**src/rtl/alu_arbiter.sv**
```systemverilog
// ---------------------------------------------------------------------------
// alu_arbiter
//
// Shares one external combinational ALU between two requesters. Each
// requester hands over (a, b, op) and later receives the ALU result. Only one
// operation is in flight at a time: IDLE -> EXEC -> RESP -> IDLE.
// Contention is resolved round-robin; after reset requester 0 wins first.
//
// Handshake rule (both channels): a transfer happens on a rising clk edge
// where valid and ready are both high. The sender holds valid (and data
// meaningful) until that edge; ready never depends on the same-cycle ready of
// the other side, and rsp_valid/rsp_result never change while waiting.
//
// Ports:
//   clk, rst_n           clock, asynchronous active-low reset
//   req_valid[1:0]       per-requester operation valid
//   req_ready[1:0]       per-requester accept (combinational, IDLE only)
//   req{0,1}_a/_b/_op    operands and opcode from each requester
//   rsp_valid[1:0]       per-requester result valid (registered, one-hot)
//   rsp_ready[1:0]       per-requester result accept
//   rsp_result           shared result, meaningful where rsp_valid is set
//   alu_a/alu_b/alu_op   registered operands to the ALU
//   alu_result           combinational ALU result
//   busy                 high whenever the FSM is not in IDLE
//   done_cnt             completed responses, wraps 255 -> 0
//   dbg_state            current FSM state encoding (IDLE=0, EXEC=1, RESP=2)
// ---------------------------------------------------------------------------
module alu_arbiter #(
    parameter int A_W   = 4,
    parameter int OP_W  = 2,
    parameter int RES_W = 8
) (
    input  logic             clk,
    input  logic             rst_n,
    input  logic [1:0]       req_valid,
    output logic [1:0]       req_ready,
    input  logic [A_W-1:0]   req0_a,
    input  logic [A_W-1:0]   req1_a,
    input  logic [A_W-1:0]   req0_b,
    input  logic [A_W-1:0]   req1_b,
    input  logic [OP_W-1:0]  req0_op,
    input  logic [OP_W-1:0]  req1_op,
    output logic [1:0]       rsp_valid,
    input  logic [1:0]       rsp_ready,
    output logic [RES_W-1:0] rsp_result,
    output logic [A_W-1:0]   alu_a,
    output logic [A_W-1:0]   alu_b,
    output logic [OP_W-1:0]  alu_op,
    input  logic [RES_W-1:0] alu_result,
    output logic             busy,
    output logic [7:0]       done_cnt,
    output logic [1:0]       dbg_state
);

    typedef enum logic [1:0] {
        IDLE = 2'd0,
        EXEC = 2'd1,
        RESP = 2'd2
    } state_t;

    state_t state;
    logic   last_grant;   // requester served most recently
    logic   gsel;         // requester owning the operation in flight
    logic   grant;        // IDLE-cycle winner
    logic   req_fire;
    logic   rsp_fire;

    // A lone requester always wins; under contention the one not served
    // last wins, which gives strict alternation.
    always_comb begin
        grant = ~last_grant;
        if (req_valid == 2'b01) begin
            grant = 1'b0;
        end else if (req_valid == 2'b10) begin
            grant = 1'b1;
        end
    end

    // Ready is offered only to the winner, only in IDLE, and never while the
    // block is held in reset.
    always_comb begin
        req_ready = 2'b00;
        if (rst_n && (state == IDLE)) begin
            req_ready[grant] = req_valid[grant];
        end
    end

    assign req_fire  = |req_ready;
    assign rsp_fire  = (state == RESP) && rsp_ready[gsel];
    assign busy      = (state != IDLE);
    assign dbg_state = state;

    always_ff @(posedge clk or negedge rst_n) begin
        if (!rst_n) begin
            state      <= IDLE;
            last_grant <= 1'b1;
            gsel       <= 1'b0;
            alu_a      <= '0;
            alu_b      <= '0;
            alu_op     <= '0;
            rsp_valid  <= 2'b00;
            rsp_result <= '0;
            done_cnt   <= 8'd0;
        end else begin
            case (state)
                IDLE: begin
                    if (req_fire) begin
                        alu_a  <= grant ? req1_a  : req0_a;
                        alu_b  <= grant ? req1_b  : req0_b;
                        alu_op <= grant ? req1_op : req0_op;
                        gsel   <= grant;
                        state  <= EXEC;
                    end
                end
                EXEC: begin
                    // ALU inputs have been stable for a full cycle here.
                    rsp_result <= alu_result;
                    rsp_valid  <= gsel ? 2'b10 : 2'b01;
                    state      <= RESP;
                end
                RESP: begin
                    if (rsp_fire) begin
                        rsp_valid  <= 2'b00;
                        last_grant <= gsel;
                        done_cnt   <= done_cnt + 8'd1;
                        state      <= IDLE;
                    end
                end
                default: begin
                    state <= IDLE;
                end
            endcase
        end
    end

endmodule

```
**config.mk**
```make
export PLATFORM = sky130hd
export DESIGN_NAME = alu_arbiter
export DESIGN_NICKNAME = d
export VERILOG_FILES = /design/src/rtl/alu_arbiter.sv
export SDC_FILE = /design/constraint.sdc
export NUM_CORES = 1
export LEC_CHECK = 0
export CAP_MARGIN = 20
export CORE_ASPECT_RATIO = 0.6
export CORE_MARGIN = 2
export CORE_UTILIZATION = 44
export DETAILED_ROUTE_END_ITERATION = 7
export PLACE_DENSITY = 0.95
export SLEW_MARGIN = 15
export SYNTH_ARGS = -nofsm -noshare
export SYNTH_HDL_FRONTEND = slang
export SYNTH_SLANG_ARGS = --single-unit
```
**constraint.sdc**
```tcl
create_clock -name clk -period 2.4 [get_ports clk]
set_clock_uncertainty 0.1 [all_clocks]
set_input_delay 0.24 -clock clk [delete_from_list [all_inputs] [get_ports clk]]
set_output_delay 0.24 -clock clk [all_outputs]
set_load 0.1 [all_outputs]
```
==> out/qor.txt, run 1 <==
status - finished clean
Avg Inst Size Synth - 10.7 µm²
synth unique cells - 25
hold crit path type - primary input to asynchronous set/reset pin
row count - 16
initial drt markers - 16
Vias/cell - 4.74
IO Port Bufs - 66
CTS Sinks - 32
RSZ-0062 raised after global routing - false
pin count of the biggest net entering global routing - 33
DRC viols - 0
Critical Path Source Type - flop
Worst R2R End - alu_b[1]$_DFFE_PN0P_
# setup viols final - 0
H-tree lvl count - 2
Post-synth top flop - dfrtp_1
required time worst endpoint - 2060 ps
Tmin final - 1950 ps
CP Capture Point - req_ready[0]
die height - 48.3 µm
Filler cells - 264
width of the die - 77.8 µm
post-placement setup slack - 464 ps
total number of yosys warnings - 0
final-stage net count - 240
I/O Pins - 67
hpwl dp - 2510 µm
CTS resizes - 0
Vias - 1,189
overall routed net length - 3250 µm
Diodes inserted - 0
Worst R2R Setup Slack - 740 ps
total grt overflow - 0
Async S/R FF share, synth - 100%
EDFF count, synth - 0
Post-Synthesis Net Count - 169
number of CTS-inserted buffers - 5
CTS tree - done
post-synth top area cell - dfrtp_1
#FFs+latches synth - 32
P&R area growth vs syn - 51.8%
worst-skew pair later-pin latency - 280 ps
Final WS setup - 446 ps
critical setup path kind - flop to output port
max cap viols - 0
synth top area cells - dfrtp_1, nand2_1, mux2i_1
clock transition at the registers of the reported paths - 60 ps
crit path from - dbg_state[0]$_DFFE_PN0P_
ratio of final minimum period to clock period - 81.4%
mapped cell area - 1440 µm²
core area - 3180 µm²
worst-margin pin slew - 629 ps
most common cell after layout, fill and taps aside - buf_4
share of cells above drive strength 1 - 29.6%
reg2reg path depth - 4
Total GRT Usage - 17.9%
top cell type's share of synthesized area - 54.0%
initial antenna violation count - 0
Rel. slew slack - 58.0%
Post-CTS Hold Buffers - 0
TNS Setup - 0 ps
commonest cells after routing, fill and taps aside - buf_4, clkdlybuf4s50_1, nand2_1
FMAX - 512 MHz
DR pass1 iterations - 4
Starting Density - 45.2%
DIE AREA - 3760 µm²
CP endpoint kind - output port
first-pass GRT wire length - 4770 µm
Max stage delay cell, worst path - dfrtp_2
CTS root buf - clkbuf_8
Slew Limit Fails - 0
maximum clock insertion buffer count - 2
ANT nets after route - 0
Critical Path AT - 1610 ps
Post-Syn Instances - 134
final RePlAce weighted congestion - 0.715
final hold vios - 0
Crit Path Max Fanout - 5
Max stage delay on crit path - 430 ps
setup bufs post-CTS - 0
wire per inst - 12.9 µm
sequential share of the synthesized area - 55.8%
crit-path cells - or2_4, nor3b_4, and2_2, buf_12
R2R Path Start - last_grant$_DFFE_PN1P_
vias in the first global route - 1,091
[layer usage]
layer / up-vias / share of wire (%) / global-route usage, %
met5: - / 0 / 0
met4: 0 / 1.9 / 10.7
met3: 8 / 7.8 / 7.04
met2: 42 / 48 / 29.0
met1: 559 / 42 / 21.2
li1: 580 / - / -
[stage by stage]
stage                     cells  area, µm²  utilization, %  hold WS (ps)
after floorplan             134       1450               -          -156
after global placement      243       2090            65.6           360
after detailed placement    243       2090            65.6           368
after CTS                   251       2180            68.6           327
after global routing        251       2180            68.6           358
final                       251       2180            68.6           316
[registers in the layout (all words and copies together), names as in the netlist, 2 cells and up]
signal / flops
alu_a: 4
alu_b: 4
dbg_state: 2
done_cnt: 8
rsp_valid: 2
alu_op: 2
rsp_result: 8
[Yosys cell counts, types with 2 or more instances]
master,number
a21oi_2,8
xnor2_1,6
nand2_1,32
clkbuf_1,2
nand4_1,4
a21oi_1,4
dfrtp_1,31
buf_6,3
nor2_1,14
nor2b_1,4
and3_1,2
mux2i_1,11
[critical path, delay by kind of cell (launching register included)]
family / cells / cell delay [ps]
simple gates: 3 / 730
flops: 1 / 430
buf+inv: 1 / 180
[final cells by class]
| class | count | area, µm² | area share, % |
|---|---|---|---|
| sequential | 32 | 805 | 36.9 |
| timing repair buffer | 70 | 633 | 29.0 |
| multi-input combinational | 95 | 592 | 27.1 |
| clock buffer | 6 | 82.6 | 3.78 |
| tap | 45 | 56.3 | 2.58 |
| clock inverter | 2 | 10.0 | 0.459 |
| inverter | 1 | 3.75 | 0.172 |
[cells by family after synthesis]
logic type	Yosys count	synth area share [%]
AOI/OAI and AO/OA	14	7.05
adders and majority gates	2	1.65
DFF	32	55.8
buffers and inverters	7	3.66
and+or+nand+nor	60	19.1
muxes	12	8.44
xor gates and xnor gates	7	4.26
[worst min-delay path by stage]
stage	start	endpoint
5_1_grt	rst_n	done_cnt[6]$_DFFE_PN0P_
3_5_place_dp	done_cnt[7]$_DFFE_PN0P_	done_cnt[7]$_DFFE_PN0P_
4_1_cts	rst_n	done_cnt[7]$_DFFE_PN0P_
2_1_floorplan	rst_n	alu_a[0]$_DFFE_PN0P_
6_report	rst_n	done_cnt[7]$_DFFE_PN0P_
3_3_place_gp	rsp_result[3]$_DFFE_PN0P_	rsp_result[3]$_DFFE_PN0P_
Power of run 1 is not shown: default switching activity piles up to over one toggle a cycle in this logic, so the estimate is an artifact.
==> run 2, diff against run 1 <==
Settings changed: CORE_UTILIZATION 44 to 40, PLACE_DENSITY 0.95 to 0.89.
Clock period 2.4 ns to 2 ns, I/O delays scaled along.
==> run 2 against run 1 <==
Against the previous run: setup slack got worse by 420 ps; sequential cell count unchanged; utilization decreased by 2.1 points; non-clock buffer count increased by 5; clock-buffer cell count increased by 2; die area increased by 9.3%; wire length increased by 3.5%; critical path type unchanged.
==> out/qor.txt, run 2 (same netlist as run 1, synthesis figures left out) <==
max cap viols - 0 (unchanged)
H-tree lvl count - 2 (unchanged)
met1 Use GR - 23.2% (+2.0 points)
CTS tree - done
Rel. slew slack - 60.7% (+2.8 points)
Critical Path AT - 1670 ps (+60 ps)
Starting Density - 43.0% (-2.2 points)
share of cells above drive strength 1 - 30.3% (+0.72 points)
Largest delay share family, worst path - simple AND/OR/NAND/NOR gates
DIE AREA - 4110 µm² (+9.3%)
DR pass1 iterations - 5 (+1)
Vias - 1,199 (+0.84%)
hold crit path type - primary input to flop
Largest regs - done_cnt (8), rsp_result (8)
RSZ-0062 raised after global routing - true
overall routed net length - 3360 µm (+3.5%)
die height - 50.4 µm (+4.5%)
Final Non-Filler Cells - 256 (+2.0%)
initial drt markers - 38 (+22)
initial antenna violation count - 0 (unchanged)
row count - 16 (unchanged)
CP endpoint kind - output port
crit-path cells - or2_4, nor3b_4, nor2b_4, buf_12
Total GRT Usage - 17.6% (-0.29 points)
Top Usage Layer GRT - met2
pin count of the biggest net entering global routing - 33 (unchanged)
Max stage delay on crit path - 470 ps (+40 ps)
M2 GR Usage - 26.1% (-2.9 points)
wire per inst - 13.1 µm (+1.5%)
first-pass GRT wire length - 5180 µm (+8.5%)
I/O Pins - 67 (unchanged)
worst-skew pair later-pin latency - 280 ps (about the same)
maximum clock insertion buffer count - 2 (unchanged)
CTS Sinks - 32 (unchanged)
number of CTS-inserted buffers - 5 (unchanged)
CTS root buf - clkbuf_8
Filler cells - 266 (+0.76%)
# setup viols final - 0 (unchanged)
Diodes inserted - 0 (unchanged)
commonest cells after routing, fill and taps aside - buf_4, nand2_1, clkdlybuf4s50_1
met3 Usage GRT - 7.19% (+0.16 points)
total grt overflow - 0 (unchanged)
final RePlAce weighted congestion - 0.687 (-3.9%)
Vias/cell - 4.68 (-1.1%)
Max stage delay cell, worst path - dfrtp_4
final-stage net count - 245 (+2.1%)
core area - 3340 µm² (+5.0%)
required time worst endpoint - 1700 ps (-360 ps)
dpl cells - 245 (+0.82%)
critical setup path kind - flop to output port
Critical Path Source Type - flop
clock transition at the registers of the reported paths - 60 ps (about the same)
ratio of final minimum period to clock period - 98.6%
IO Port Bufs - 66 (unchanged)
hpwl dp - 2500 µm (-0.31%)
final hold vios - 0 (unchanged)
P&R area growth vs syn - 54.5%
Crit Path Max Fanout - 4 (-1)
post-placement setup slack - 197 ps (-267 ps)
ANT nets after route - 0 (unchanged)
DRC viols - 0 (unchanged)
Final WS setup - 28.4 ps (-418 ps)
most common cell after layout, fill and taps aside - buf_4
FMAX - 507 MHz
worst-margin pin slew - 588 ps (-41.2 ps)
vias in the first global route - 1,093 (+0.18%)
Slew Limit Fails - 0 (unchanged)
WP buf/inv - 1 (unchanged)
Tmin final - 1970 ps
status - finished clean
width of the die - 81.4 µm (+4.6%)
-- run 2: cell types whose count changed in the layout (fill, tap and decap cells not counted), sizes merged --
cell,delta
buf,+5
clkbuf,+2
clkinv,-2
clkdlybuf4s50,-1
dlygate4sd3,+1
-- run 2: path summary, 6_finish.rpt --
path	slack [ps]	end	from	cells past startpoint
max	30	req_ready[1]	dbg_state[1]$_DFFE_PN0P_	4
min	340	rsp_result[6]$_DFFE_PN0P_	alu_result[6]	3
max reg2reg	260	done_cnt[1]$_DFFE_PN0P_	dbg_state[0]$_DFFE_PN0P_	5
min reg2reg	380	done_cnt[7]$_DFFE_PN0P_	done_cnt[7]$_DFFE_PN0P_	1
max in group asynchronous	1060	dbg_state[0]$_DFFE_PN0P_	rst_n	3
min in group asynchronous	400	done_cnt[7]$_DFFE_PN0P_	rst_n	3
-- run 2: tightest hold or removal path, delay by kind of cell --
kind | cells | cell delay, ps
and+or+nand+nor | 2 | 100
buffers and inverters | 1 | 390
-- run 2: per-stage QoR --
step / instance area (µm²) / util [%] / TNS [ps] / hold WS, ps
final: 2220 / 66.4 / 0 / 342
after floorplan: 1450 / - / -645 / -196
after global placement: 2100 / 62.9 / 0 / 180
after CTS: 2210 / 66.0 / -0.676 / 337
after global routing: 2220 / 66.4 / -70.1 / 366
after detailed placement: 2100 / 62.9 / 0 / 181
-- run 2: per-layer routing --
layer	vias up	wire (µm)	share of wire, %
met4	0	35	1.0
met2	51	1500	45
met1	550	1520	45
met5	-	0	0
met3	7	305	9.1
li1	591	-	-
-- run 2: area by class of cell --
| type | count | area, µm² | share of cell area, % |
|---|---|---|---|
| clock buffer | 8 | 90.1 | 4.06 |
| inverter | 1 | 3.75 | 0.169 |
| multi-input combinational | 95 | 593 | 26.7 |
| sequential | 32 | 810 | 36.5 |
| tap | 45 | 56.3 | 2.54 |
| timing repair buffer | 75 | 668 | 30.1 |
-- run 2: timing repair --
action,CTS,global route
setup buffers,0,2
resized for setup,1,0
hold buffers,1,0
pin swaps,0,2
endpoints found under the hold margin,31,0
setup endpoints to repair,1,2
Power of run 2 is left out for the same reason.
